<file path="src/rtl/obi_dma_copy.sv">
// OBI manager that copies LEN words from SRC to DST, one read then one write per word.
// Optional fill mode (writes a constant pattern, no reads) is enabled by defining OBI_DMA_FILL_EN.
module obi_dma_copy #(
    parameter int LEN_WIDTH      = 16,
    parameter int TIMEOUT_CYCLES = 64
) (
    input  logic                 clk_i,
    input  logic                 rst_ni,
    input  logic                 start_i,
    input  logic [31:0]          src_addr_i,
    input  logic [31:0]          dst_addr_i,
    input  logic [LEN_WIDTH-1:0] len_i,
`ifdef OBI_DMA_FILL_EN
    input  logic                 fill_i,
    input  logic [31:0]          fill_value_i,
`endif
    output logic                 busy_o,
    output logic                 done_o,
    output logic                 error_o,
    output logic                 m_req_o,
    input  logic                 m_gnt_i,
    output logic [31:0]          m_addr_o,
    output logic                 m_we_o,
    output logic [3:0]           m_be_o,
    output logic [31:0]          m_wdata_o,
    input  logic                 m_rvalid_i,
    input  logic [31:0]          m_rdata_i
);

    localparam logic [2:0] ST_IDLE    = 3'd0;
    localparam logic [2:0] ST_RD_REQ  = 3'd1;
    localparam logic [2:0] ST_RD_RESP = 3'd2;
    localparam logic [2:0] ST_WR_REQ  = 3'd3;
    localparam logic [2:0] ST_FINISH  = 3'd4;

    localparam int                 TIMER_W    = $clog2(TIMEOUT_CYCLES + 1);
    localparam logic [TIMER_W-1:0] TIMER_LAST = TIMER_W'(TIMEOUT_CYCLES - 1);

    logic [2:0]           state_q;
    logic [31:0]          src_q;
    logic [31:0]          dst_q;
    logic [LEN_WIDTH-1:0] remaining_q;
    logic [TIMER_W-1:0]   timer_q;
    logic [31:0]          wdata_q;
    logic                 error_q;
    logic                 fill_q;
    logic                 fill_start;
    logic [31:0]          fill_value;

`ifdef OBI_DMA_FILL_EN
    assign fill_start = fill_i;
    assign fill_value = fill_value_i;
`else
    assign fill_start = 1'b0;
    assign fill_value = 32'h0;
`endif

    // In fill mode the pattern is parked in the write-data register at start and never replaced.
    always_ff @(posedge clk_i or negedge rst_ni) begin
        if (!rst_ni) begin
            state_q     <= ST_IDLE;
            src_q       <= '0;
            dst_q       <= '0;
            remaining_q <= '0;
            timer_q     <= '0;
            wdata_q     <= '0;
            error_q     <= 1'b0;
            fill_q      <= 1'b0;
        end else begin
            case (state_q)
                ST_IDLE: begin
                    if (start_i) begin
                        src_q       <= src_addr_i & 32'hFFFF_FFFC;
                        dst_q       <= dst_addr_i & 32'hFFFF_FFFC;
                        remaining_q <= len_i;
                        timer_q     <= '0;
                        error_q     <= 1'b0;
                        fill_q      <= fill_start;
                        if (fill_start) begin
                            wdata_q <= fill_value;
                        end
                        if (len_i == '0) begin
                            state_q <= ST_FINISH;
                        end else if (fill_start) begin
                            state_q <= ST_WR_REQ;
                        end else begin
                            state_q <= ST_RD_REQ;
                        end
                    end
                end
                ST_RD_REQ: begin
                    if (m_gnt_i) begin
                        timer_q <= '0;
                        state_q <= ST_RD_RESP;
                    end
                end
                ST_RD_RESP: begin
                    if (m_rvalid_i) begin
                        wdata_q <= m_rdata_i;
                        state_q <= ST_WR_REQ;
                    end else if (timer_q == TIMER_LAST) begin
                        error_q <= 1'b1;
                        state_q <= ST_FINISH;
                    end else begin
                        timer_q <= timer_q + 1'b1;
                    end
                end
                ST_WR_REQ: begin
                    if (m_gnt_i) begin
                        src_q       <= src_q + 32'd4;
                        dst_q       <= dst_q + 32'd4;
                        remaining_q <= remaining_q - 1'b1;
                        if (remaining_q == LEN_WIDTH'(1)) begin
                            state_q <= ST_FINISH;
                        end else if (fill_q) begin
                            state_q <= ST_WR_REQ;
                        end else begin
                            state_q <= ST_RD_REQ;
                        end
                    end
                end
                ST_FINISH: begin
                    state_q <= ST_IDLE;
                end
                default: begin
                    state_q <= ST_IDLE;
                end
            endcase
        end
    end

    always_comb begin
        m_addr_o = 32'h0;
        if (state_q == ST_RD_REQ) begin
            m_addr_o = src_q;
        end else if (state_q == ST_WR_REQ) begin
            m_addr_o = dst_q;
        end
    end

    assign m_req_o   = (state_q == ST_RD_REQ) || (state_q == ST_WR_REQ);
    assign m_we_o    = (state_q == ST_WR_REQ);
    assign m_be_o    = 4'hF;
    assign m_wdata_o = wdata_q;
    assign busy_o    = (state_q != ST_IDLE) && (state_q != ST_FINISH);
    assign done_o    = (state_q == ST_FINISH);
    assign error_o   = error_q;

endmodule

</file>
<file path="config.mk">
export PLATFORM = sky130hd
export DESIGN_NAME = obi_dma_copy
export DESIGN_NICKNAME = d
export VERILOG_FILES = /design/src/rtl/obi_dma_copy.sv
export SDC_FILE = /design/constraint.sdc
export NUM_CORES = 1
export LEC_CHECK = 0
export BUFFER_PORTS_ARGS = -buffer_cell sky130_fd_sc_hd__buf_2
export CORE_MARGIN = 2
export CORE_UTILIZATION = 55
export CTS_CLUSTER_SIZE = 25
export DETAILED_ROUTE_END_ITERATION = 7
export HOLD_SLACK_MARGIN = 0.02
export MAX_ROUTING_LAYER = met4
export PLACE_DENSITY_LB_ADDON = 0.3
export RECOVER_POWER = 25
export SYNTH_ARGS = -nofsm -noshare
export SYNTH_HDL_FRONTEND = slang
export SYNTH_SLANG_ARGS = --single-unit
</file>
<file path="constraint.sdc">
create_clock -name clk_i -period 3.15 [get_ports clk_i]
set_clock_uncertainty 0.1 [all_clocks]
set_input_delay 0.315 -clock clk_i [delete_from_list [all_inputs] [get_ports clk_i]]
set_output_delay 0.315 -clock clk_i [all_outputs]
set_load 0.01 [all_outputs]
</file>
==> impl_metrics.py, run 1 <==
metrics = {
    "status": {
        "outcome": "finished with violations",
        "violations": "max-capacitance violations, max-slew violations",
    },
    "floorplanning": {
        "rows": 41,
        "fp.dieH_microns": 117,
        "core_area_sq_um": 12600,
        "boundaryPins": 190,
        "initial_utilization": 0.562,
        "die_w_microns": 117,
        "die_area_sq_um": 13800,
    },
    "yosys": {
        "netlist_instances": 827,
        "ys_types": 56,
        "synth_top_area_share": 0.422,
        "avgSynthCellArea_sq_um": 8.53,
        "synth_area_sq_um": 7060,
        "synthSimpleGateAreaFrac": 0.213,
        "synthArstFlopShare": 1.00,
        "ys_seq_elements": 119,
        "synth_warnings": 0,
        "muxShareOfSynthArea": 0.0979,
        "yosysMostFrequentCell": "dfrtp_1",
        "ys_top_cells_by_count": "dfrtp_1 (119), a21oi_1 (96), nor2_1 (87)",
        "synth_fa_ha_area_frac": 0.00886,
        "synth_top_family_by_area": "simple AND/OR/NAND/NOR gates",
        "synth_ff_type": "dfrtp_1",
        "synth_compound_area_frac": 0.208,
        "yosysTopAreaCell": "dfrtp_1",
        "synth_xor_area_frac": 0.00248,
        "ys_top_cells_by_area": "dfrtp_1 (42%), a21oi_1 (6.8%), mux2_2 (5.1%)",
        "ys_seq_area_frac": 0.422,
        "synth_edf_count": 0,
    },
    "setup_path": {
        "crit_arrival_ns": 2.32,
        "crit_chain": "nand2_1, buf_4, nor2_1, buf_2",
        "cp.depth": 4,
        "cp-endpoint": "m_addr_o[2]",
        "critPathSlowestCell": "dfrtp_1",
        "startpoint": "state_q[0]",
        "cp-start-kind": "flip-flop",
        "critical_path.max_stage_delay_ns": 0.62,
        "worstReg2RegStart": "state_q[2]",
        "critPathTopFamily": "simple AND/OR/NAND/NOR gates",
        "worst-path-buf-inv": 2,
        "critPathRequiredTime_ns": 2.73,
        "r2r_end": "timer_q[3]",
        "regToRegSetupSlack_ns": 0.75,
        "cp_max_fo": 19,
        "crit_path_end_kind": "output port",
        "criticalPathCategory": "flip-flop to output port",
        "worstRegToRegCells": 4,
    },
    "flow_run": {
        "drv_cap": 1,
    },
    "global_routing": {
        "grt_max_degree": 67,
        "antenna_found_initial": 3,
        "grt_util_met1": 0.406,
        "gr-usage-met3": 0.0602,
        "top_usage_layer": "met2",
        "grt_pass1_wl_microns": 30800,
        "met2_usage": 0.445,
        "grt_pass1_vias": 6157,
        "gr-total-overflow": 0,
        "grt_use_total": 0.297,
    },
    "route": {
        "drt-pass1-iter-count": 5,
        "num_vias": 7070,
        "drt_iter0_drc": 662,
        "routedWlPerCell_microns": 16.8,
        "drt-total-wl_microns": 19600,
        "via_per_inst": 6.04,
        "drc": 0,
        "ant_nets": 0,
    },
    "layout": {
        "layout.nets": 1106,
        "fillers": 1039,
        "final_cells": 1170,
        "multi_input_area_sq_um": 3790,
        "drive_gt1_frac": 0.249,
        "regArea_sq_um": 2980,
        "area_growth_pct": 24.0,
    },
    "clock_network": {
        "cts_tree": "done",
        "post_cts_resize_count": 0,
        "clkTransAtPathRegs_ns": 0.06,
        "clock-root-buffer": "clkbuf_16",
        "cts_buffer_depth": 2,
        "clk_latency_ns": 0.41,
        "cts_sinks": 119,
        "htreeDepth": 4,
        "numCtsBuffers": 17,
    },
    "min_path": {
        "min_path_type": "input port to flip-flop",
    },
    "timing": {
        "fin_tns_setup_ns": 0,
        "rsz0062_at_grt": "no",
        "tightestPinTransition_ns": 1.53,
        "drv_slew": 58,
        "setup_viol": 0,
        "layout_min_cycle_time_ns": 2.74,
        "final-hold-violation-count": 0,
        "max_freq_ghz": 0.365,
        "setup_ws_ns": 0.412,
        "slew_headroom": -0.0168,
        "fin_crit_sh": 0.869,
    },
    "power": {
        "ir_drop_uv": 668,
        "cellPowerDensity_nw_per_um2": 1100,
        "p_leak_nw": 3.76,
    },
    "placement": {
        "dpl_worst_slack_ns": 0.749,
        "port_buffers": 179,
        "place_congestion": 0.896,
        "placedCellCount": 1136,
        "hpwl_microns": 13500,
    },
}
registers in the layout, summed over array words and instances, names as in the netlist:
| register | flops |
|---|---|
| dst_q | 30 |
| timer_q | 7 |
| error_o | 1 |
| state_q | 3 |
| m_wdata_o | 32 |
| src_q | 30 |
| remaining_q | 16 |
logic make-up after synthesis:
| logic type | count (synthesis) |
|---|---|
| buffers and inverters | 79 |
| other | 2 |
| AO/OA/AOI/OAI | 241 |
| AND/OR/NAND/NOR | 314 |
| multiplexers | 65 |
| flip-flops | 119 |
| adder cells (fa/ha/maj) | 5 |
| XOR/XNOR | 2 |
stage by stage:
| step | area, sq um | hold slack (ns) | total power [W] | util |
|---|---|---|---|---|
| floorplan | 7070 | -0.0806 | 0.00611 | - |
| global placement | 8150 | 0.338 | 0.00745 | 0.649 |
| detailed placement | 8150 | 0.339 | 0.00759 | 0.649 |
| CTS | 8770 | 0.0201 | 0.00963 | 0.698 |
| global route | 8750 | 0.0258 | 0.0104 | 0.696 |
| finish | 8750 | 0.0298 | 0.00961 | 0.696 |
worst min path at each step:
stage	cells after the start	to	startpoint	slack [ns]
after global placement	1	m_wdata_o[16]	rst_ni	0.34
after CTS	2	m_wdata_o[11]	m_rdata_i[11]	0.02
after floorplan	0	dst_q[10]	rst_ni	-0.08
after global routing	2	m_wdata_o[19]	m_rdata_i[19]	0.03
final	2	m_wdata_o[11]	m_rdata_i[11]	0.03
after detailed placement	1	m_wdata_o[16]	rst_ni	0.34
placed cells by master, fill, tap and decap left out, types with 3 or more instances in the layout:
cell type  count
a211oi_1       6
a21oi_1       96
a22oi_1        4
a2bb2oi_1     14
a31oi_1        9
and3_1        11
and4_1         5
buf_12         5
buf_2        157
buf_4         16
bufinv_16      3
clkbuf_1      23
clkbuf_16     17
clkbuf_8       4
conb_1         6
dfrtp_1      118
diode_2        3
ha_1           5
inv_1         11
mux2_2        32
mux2i_1       33
nand2_1       77
nand2b_1       4
nand3_1       51
nand4_1       16
nor2_1        87
nor3_1        21
nor4_1        14
o211ai_1       4
o21ai_0       49
o22a_1        10
o22ai_1       22
o2bb2ai_1      4
o32ai_1        6
or3_1         12
or4_1          6
final cells by class:
| cell class | count | share of cell area |
|---|---|---|
| repair buffers | 201 | 0.126 |
| flip-flops and latches | 119 | 0.340 |
| multi-input cells | 633 | 0.434 |
| clock buffers | 23 | 0.0558 |
| well taps | 172 | 0.0246 |
| clock inverters | 7 | 0.0136 |
| diodes | 3 | 0.000858 |
| inverters | 12 | 0.00543 |
where the power goes:
| part | internal (W) | total [W] | switching (W) |
|---|---|---|---|
| sequential | 0.00227 | 0.00310 | 0.000830 |
| combinational | 0.00189 | 0.00452 | 0.00264 |
| clock | 0.00132 | 0.00199 | 0.000670 |
routing by layer:
layer / wire (microns) / share of wire
met2: 9000 / 0.46
met4: 337 / 0.017
met3: 1560 / 0.079
met5: 0 / 0
met1: 8750 / 0.45
worst register-to-register path, cell delays in order, from the launching register on:
cell	delay (ns)
dfrtp_1	0.54
or4b_2	0.78
o21bai_1	0.35
or3_1	0.41
a21oi_1	0.14
timing repair:
item	in CTS	in global routing
hold buffers	1	0
buffers inserted	0	0
setup endpoints to repair	0	0
endpoints found under the hold margin	55	0
No activity file was read; power rests on OpenSTA's default activity.
==> run 2: changes to the inputs <==
Settings changed: BUFFER_PORTS_ARGS -buffer_cell sky130_fd_sc_hd__buf_2 to not set, DONT_BUFFER_PORTS set to 1.
==> impl_metrics.py, run 2 (same netlist as run 1, synthesis figures left out) <==
metrics = {
    "layout": {
        "fin_util": 0.676,
        "layout_common_cells": "dfrtp_1 (118), a21oi_1 (96), nor2_1 (87)",
        "layout.nets": 983,
        "final_common_cell": "dfrtp_1",
        "largest_reg_flops": 32,
        "diodes": 0,
        "drive_gt1_frac": 0.102,
        "area_growth_pct": 20.4,
        "final_cells": 1046,
    },
    "power": {
        "pwr-share-comb": 0.415,
        "power.internal_w": 0.00545,
        "p_seq_frac": 0.341,
        "finalPower_w": 0.00956,
        "p_sw_w": 0.00411,
        "ir_drop_uv": 591,
        "p_leak_nw": 3.35,
        "cellPowerDensity_nw_per_um2": 1120,
        "p_clk_frac": 0.244,
        "power.share.switching": 0.430,
    },
    "floorplanning": {
        "die_w_microns": 117,
        "fp.dieH_microns": 117,
        "core_area_sq_um": 12600,
        "die_area_sq_um": 13800,
        "initial_utilization": 0.562,
        "rows": 41,
        "boundaryPins": 190,
    },
    "timing": {
        "max_freq_ghz": 0.375,
        "final-hold-violation-count": 0,
        "drv_slew": 120,
        "fin_tns_setup_ns": 0,
        "fin_hold_ws_ns": 0.0321,
        "rsz0062_at_grt": "no",
        "slew_headroom": -0.0958,
        "fin_crit_sh": 0.847,
        "setup_viol": 0,
        "layout_min_cycle_time_ns": 2.67,
        "tightestPinTransition_ns": 1.64,
    },
    "setup_path": {
        "crit_arrival_ns": 2.25,
        "cp-start-kind": "flip-flop",
        "worstRegToRegCells": 5,
        "crit_chain": "nand2_1, buf_4, nor2_1",
        "cp_max_fo": 16,
        "regToRegSetupSlack_ns": 0.65,
        "criticalPathCategory": "flip-flop to output port",
        "r2r_end": "dst_q[17]",
        "critical_path.max_stage_delay_ns": 0.63,
        "worstReg2RegStart": "state_q[0]",
        "critPathRequiredTime_ns": 2.73,
        "crit_path_end_kind": "output port",
        "critPathSlowestCell": "dfrtp_1",
    },
    "clock_network": {
        "htreeDepth": 4,
        "cts_tree": "done",
        "clkTransAtPathRegs_ns": 0.06,
        "clock-root-buffer": "clkbuf_16",
        "cts_buffer_depth": 2,
        "cts_sinks": 119,
        "clk_latency_ns": 0.42,
        "numCtsBuffers": 17,
    },
    "global_routing": {
        "grt_use_total": 0.311,
        "grt_max_degree": 120,
        "gr-total-overflow": 0,
        "grt_pass1_wl_microns": 32300,
        "grt_pass1_vias": 6387,
        "antenna_found_initial": 0,
    },
    "status": {
        "violations": "max-capacitance violations, max-slew violations",
        "outcome": "finished with violations",
    },
    "route": {
        "drt-total-wl_microns": 20700,
        "drt_iter0_drc": 601,
        "num_vias": 6765,
        "drt-pass1-iter-count": 6,
        "via_per_inst": 6.47,
        "drc": 0,
        "ant_nets": 0,
        "routedWlPerCell_microns": 19.7,
    },
    "placement": {
        "hpwl_microns": 13000,
        "port_buffers": 0,
        "place_congestion": 0.906,
        "placedCellCount": 952,
    },
    "min_path": {
        "hold_depth": 2,
        "whs_endpoint": "src_q[2]",
        "min_path_type": "input port to flip-flop",
        "worstHoldStart": "src_addr_i[2]",
    },
    "flow_run": {
        "drv_cap": 1,
    },
}
-- run 2: cell count changes in the layout (fill, tap and decap cells not counted), moves of 3 or more --
| cell | before | now |
|---|---|---|
| buf_12 | 5 | 1 |
| buf_2 | 157 | 0 |
| diode_2 | 3 | 0 |
| clkbuf_1 | 23 | 1 |
| dlygate4sd3_1 | 1 | 61 |
| bufinv_16 | 3 | 7 |
-- run 2: worst max-delay path: cells and delay by family (launching register included) --
| kind | cells | cell delay (ns) |
|---|---|---|
| buffers and inverters | 1 | 0.37 |
| flip-flops | 1 | 0.63 |
| AND/OR/NAND/NOR | 2 | 0.83 |
-- run 2: per-stage QoR --
step	setup WS, ns	instance area [sq um]
global placement	0.798	7170
finish	0.482	8500
global route	0.335	8500
detailed placement	0.711	7170
CTS	0.497	8480
floorplan	1.01	7070
-- run 2: what timing repair did --
item                                   4_1_cts  5_1_grt
gates resized for setup                      0        0
endpoints found under the hold margin      179      119
setup buffers                                0        0
hold buffers                                60        2
-- run 2: metal layers --
metal	track usage	wire length, microns	vias to the layer above
li1	-	-	3121
met1	0.395	8440	3274
met4	0.112	580	0
met5	-	0	-
met2	0.473	9640	319
met3	0.0937	1990	51
-- run 2: how the worst max path moves through the flow --
| stage | from | to | slack, ns |
|---|---|---|---|
| after floorplan | remaining_q[11] | state_q[2] | 1.01 |
| after global placement | state_q[0] | dst_q[20] | 0.80 |
| after detailed placement | state_q[0] | dst_q[17] | 0.71 |
| after CTS | state_q[0] | m_addr_o[29] | 0.50 |
| after global routing | state_q[0] | m_addr_o[29] | 0.34 |
| final | state_q[0] | m_addr_o[29] | 0.48 |
-- run 2: final cells by class --
type | count | area, sq um
timing repair buffer | 78 | 751
clock inverter | 11 | 243
tap | 172 | 215
fill | 961 | 4070
multi-input combinational | 633 | 3790
inverter | 12 | 47.5
clock buffer | 21 | 470
sequential | 119 | 2980
-- run 2: power groups by stage --
stage                     Combinational, W  Clock, W  Sequential [W]
after floorplan                    0.00318         0         0.00293
after global placement             0.00366         0         0.00318
after detailed placement           0.00380         0         0.00323
after CTS                          0.00388   0.00235         0.00322
after global routing               0.00441   0.00243         0.00339
final                              0.00396   0.00233         0.00326
==> run 3: changes to the inputs <==
Clock period 3.15 ns to 2.7 ns, I/O delays scaled along.
==> impl_metrics.py, run 3 (same netlist as run 1, synthesis figures left out) <==
metrics = {
    "clock_network": {
        "cts_hold_buf": 95,
        "htreeDepth": 4,
        "clk_latency_ns": 0.42,
        "post_cts_resize_count": 0,
        "cts_tree": "done",
        "cts_buffer_depth": 2,
        "clkTransAtPathRegs_ns": 0.05,
        "postCtsSetupRepairBufs": 0,
        "clock-root-buffer": "clkbuf_16",
        "numCtsBuffers": 17,
        "cts_sinks": 119,
    },
    "floorplanning": {
        "initial_utilization": 0.562,
        "core_area_sq_um": 12600,
        "die_area_sq_um": 13800,
        "die_w_microns": 117,
        "fp.dieH_microns": 117,
        "rows": 41,
        "boundaryPins": 190,
    },
    "global_routing": {
        "antenna_found_initial": 0,
        "gr-total-overflow": 0,
        "grt_pass1_wl_microns": 33000,
        "grt_max_degree": 120,
        "grt_use_total": 0.317,
        "grt_pass1_vias": 6607,
    },
    "power": {
        "finalPower_w": 0.0111,
        "cellPowerDensity_nw_per_um2": 1250,
        "ir_drop_uv": 776,
        "p_leak_nw": 3.52,
    },
    "timing": {
        "layout_min_cycle_time_ns": 2.46,
        "slew_headroom": 0.579,
        "rsz0062_at_grt": "no",
        "fin_crit_sh": 0.911,
        "drv_slew": 0,
        "setup_viol": 0,
        "tightestPinTransition_ns": 0.631,
        "final-hold-violation-count": 119,
        "fin_tns_setup_ns": 0,
        "max_freq_ghz": 0.407,
        "fin_hold_ws_ns": -0.548,
    },
    "setup_path": {
        "critPathRequiredTime_ns": 2.87,
        "r2r_end": "timer_q[5]",
        "worstReg2RegStart": "state_q[0]",
        "critPathSlowestCell": "or4b_2",
        "worst-path-buf-inv": 0,
        "cp-start-kind": "flip-flop",
        "crit_path_end_kind": "flip-flop",
        "critPathTopFamily": "simple AND/OR/NAND/NOR gates",
        "criticalPathCategory": "flip-flop to flip-flop",
        "cp_max_fo": 15,
        "crit_arrival_ns": 2.63,
        "worstRegToRegCells": 5,
        "critical_path.max_stage_delay_ns": 0.77,
        "crit_chain": "or4b_2, o21bai_1, nor3_1, xnor2_1, nor2_1",
        "regToRegSetupSlack_ns": 0.24,
    },
    "layout": {
        "area_growth_pct": 25.7,
        "largest_reg_flops": 32,
        "diodes": 0,
        "layout_common_cells": "dfrtp_1 (118), a21oi_1 (96), dlygate4sd3_1 (95)",
        "layout.nets": 1023,
        "drive_gt1_frac": 0.103,
        "final_common_cell": "dfrtp_1",
        "fillers": 927,
    },
    "placement": {
        "port_buffers": 0,
        "place_congestion": 0.855,
        "hpwl_microns": 13100,
    },
    "flow_run": {
        "drv_cap": 0,
    },
    "route": {
        "via_per_inst": 6.44,
        "met2_length_microns": 10000,
        "routed.top_layer": "met4",
        "ant_nets": 0,
        "drt-pass1-iter-count": 5,
        "drt-total-wl_microns": 21000,
        "routedWlPerCell_microns": 19.4,
        "num_vias": 6981,
        "drt_iter0_drc": 664,
        "drc": 0,
        "wl_met1_microns": 8630,
        "dr_wl_met3_microns": 1940,
    },
    "status": {
        "outcome": "finished with violations",
        "violations": "negative hold slack",
    },
    "min_path": {
        "min_path_type": "input port to async pin",
    },
}
run 3: cell types whose count changed in the layout (fill, tap and decap cells not counted), sizes merged:
cell,previous run,this run
dlygate4sd3,61,95
buf,16,23
bufinv,7,5
clkinvlp,2,1
run 3: worst max path at each step:
stage	endpoint	slack (ns)	start	cells after the start
finish	timer_q[5]	0.24	state_q[0]	5
global route	timer_q[5]	0.04	state_q[0]	5
CTS	m_we_o	0.25	state_q[0]	4
detailed placement	timer_q[3]	0.34	state_q[0]	4
global placement	timer_q[5]	0.42	state_q[0]	5
floorplan	state_q[2]	0.56	remaining_q[11]	6
run 3: through the flow:
step	instances	hold slack (ns)	utilization	setup WS, ns	cell area [sq um]
floorplan	831	-0.126	-	0.560	7070
global placement	959	-0.123	0.578	0.417	7260
detailed placement	959	-0.123	0.578	0.337	7260
CTS	1084	-0.570	0.706	0.250	8870
global route	1084	-0.574	0.706	0.0420	8870
finish	1084	-0.548	0.706	0.241	8870
run 3: worst register-to-register path: stages (launching register included):
cell,delay (ns)
dfrtp_1,0.54
or4b_2,0.77
o21bai_1,0.35
nor3_1,0.31
xnor2_1,0.18
nor2_1,0.07
run 3: metal layers:
| layer | vias up | track usage |
|---|---|---|
| li1 | 3194 | - |
| met1 | 3360 | 0.400 |
| met2 | 388 | 0.502 |
| met3 | 39 | 0.0808 |
| met4 | 0 | 0.100 |
| met5 | - | - |
run 3: final cells by class:
class / instances / area (sq um) / area share
clock buffers: 22 / 494 / 0.0557
clock inverters: 8 / 168 / 0.0189
inverters: 12 / 47.5 / 0.00536
multi-input cells: 633 / 3790 / 0.428
flip-flops and latches: 119 / 2980 / 0.336
well taps: 172 / 215 / 0.0243
repair buffers: 118 / 1170 / 0.132
run 3: report_power, final:
group	total (W)	internal, W	switching (W)
Clock	0.00253	0.00175	0.000784
Sequential	0.00380	0.00265	0.00115
Combinational	0.00477	0.00194	0.00283
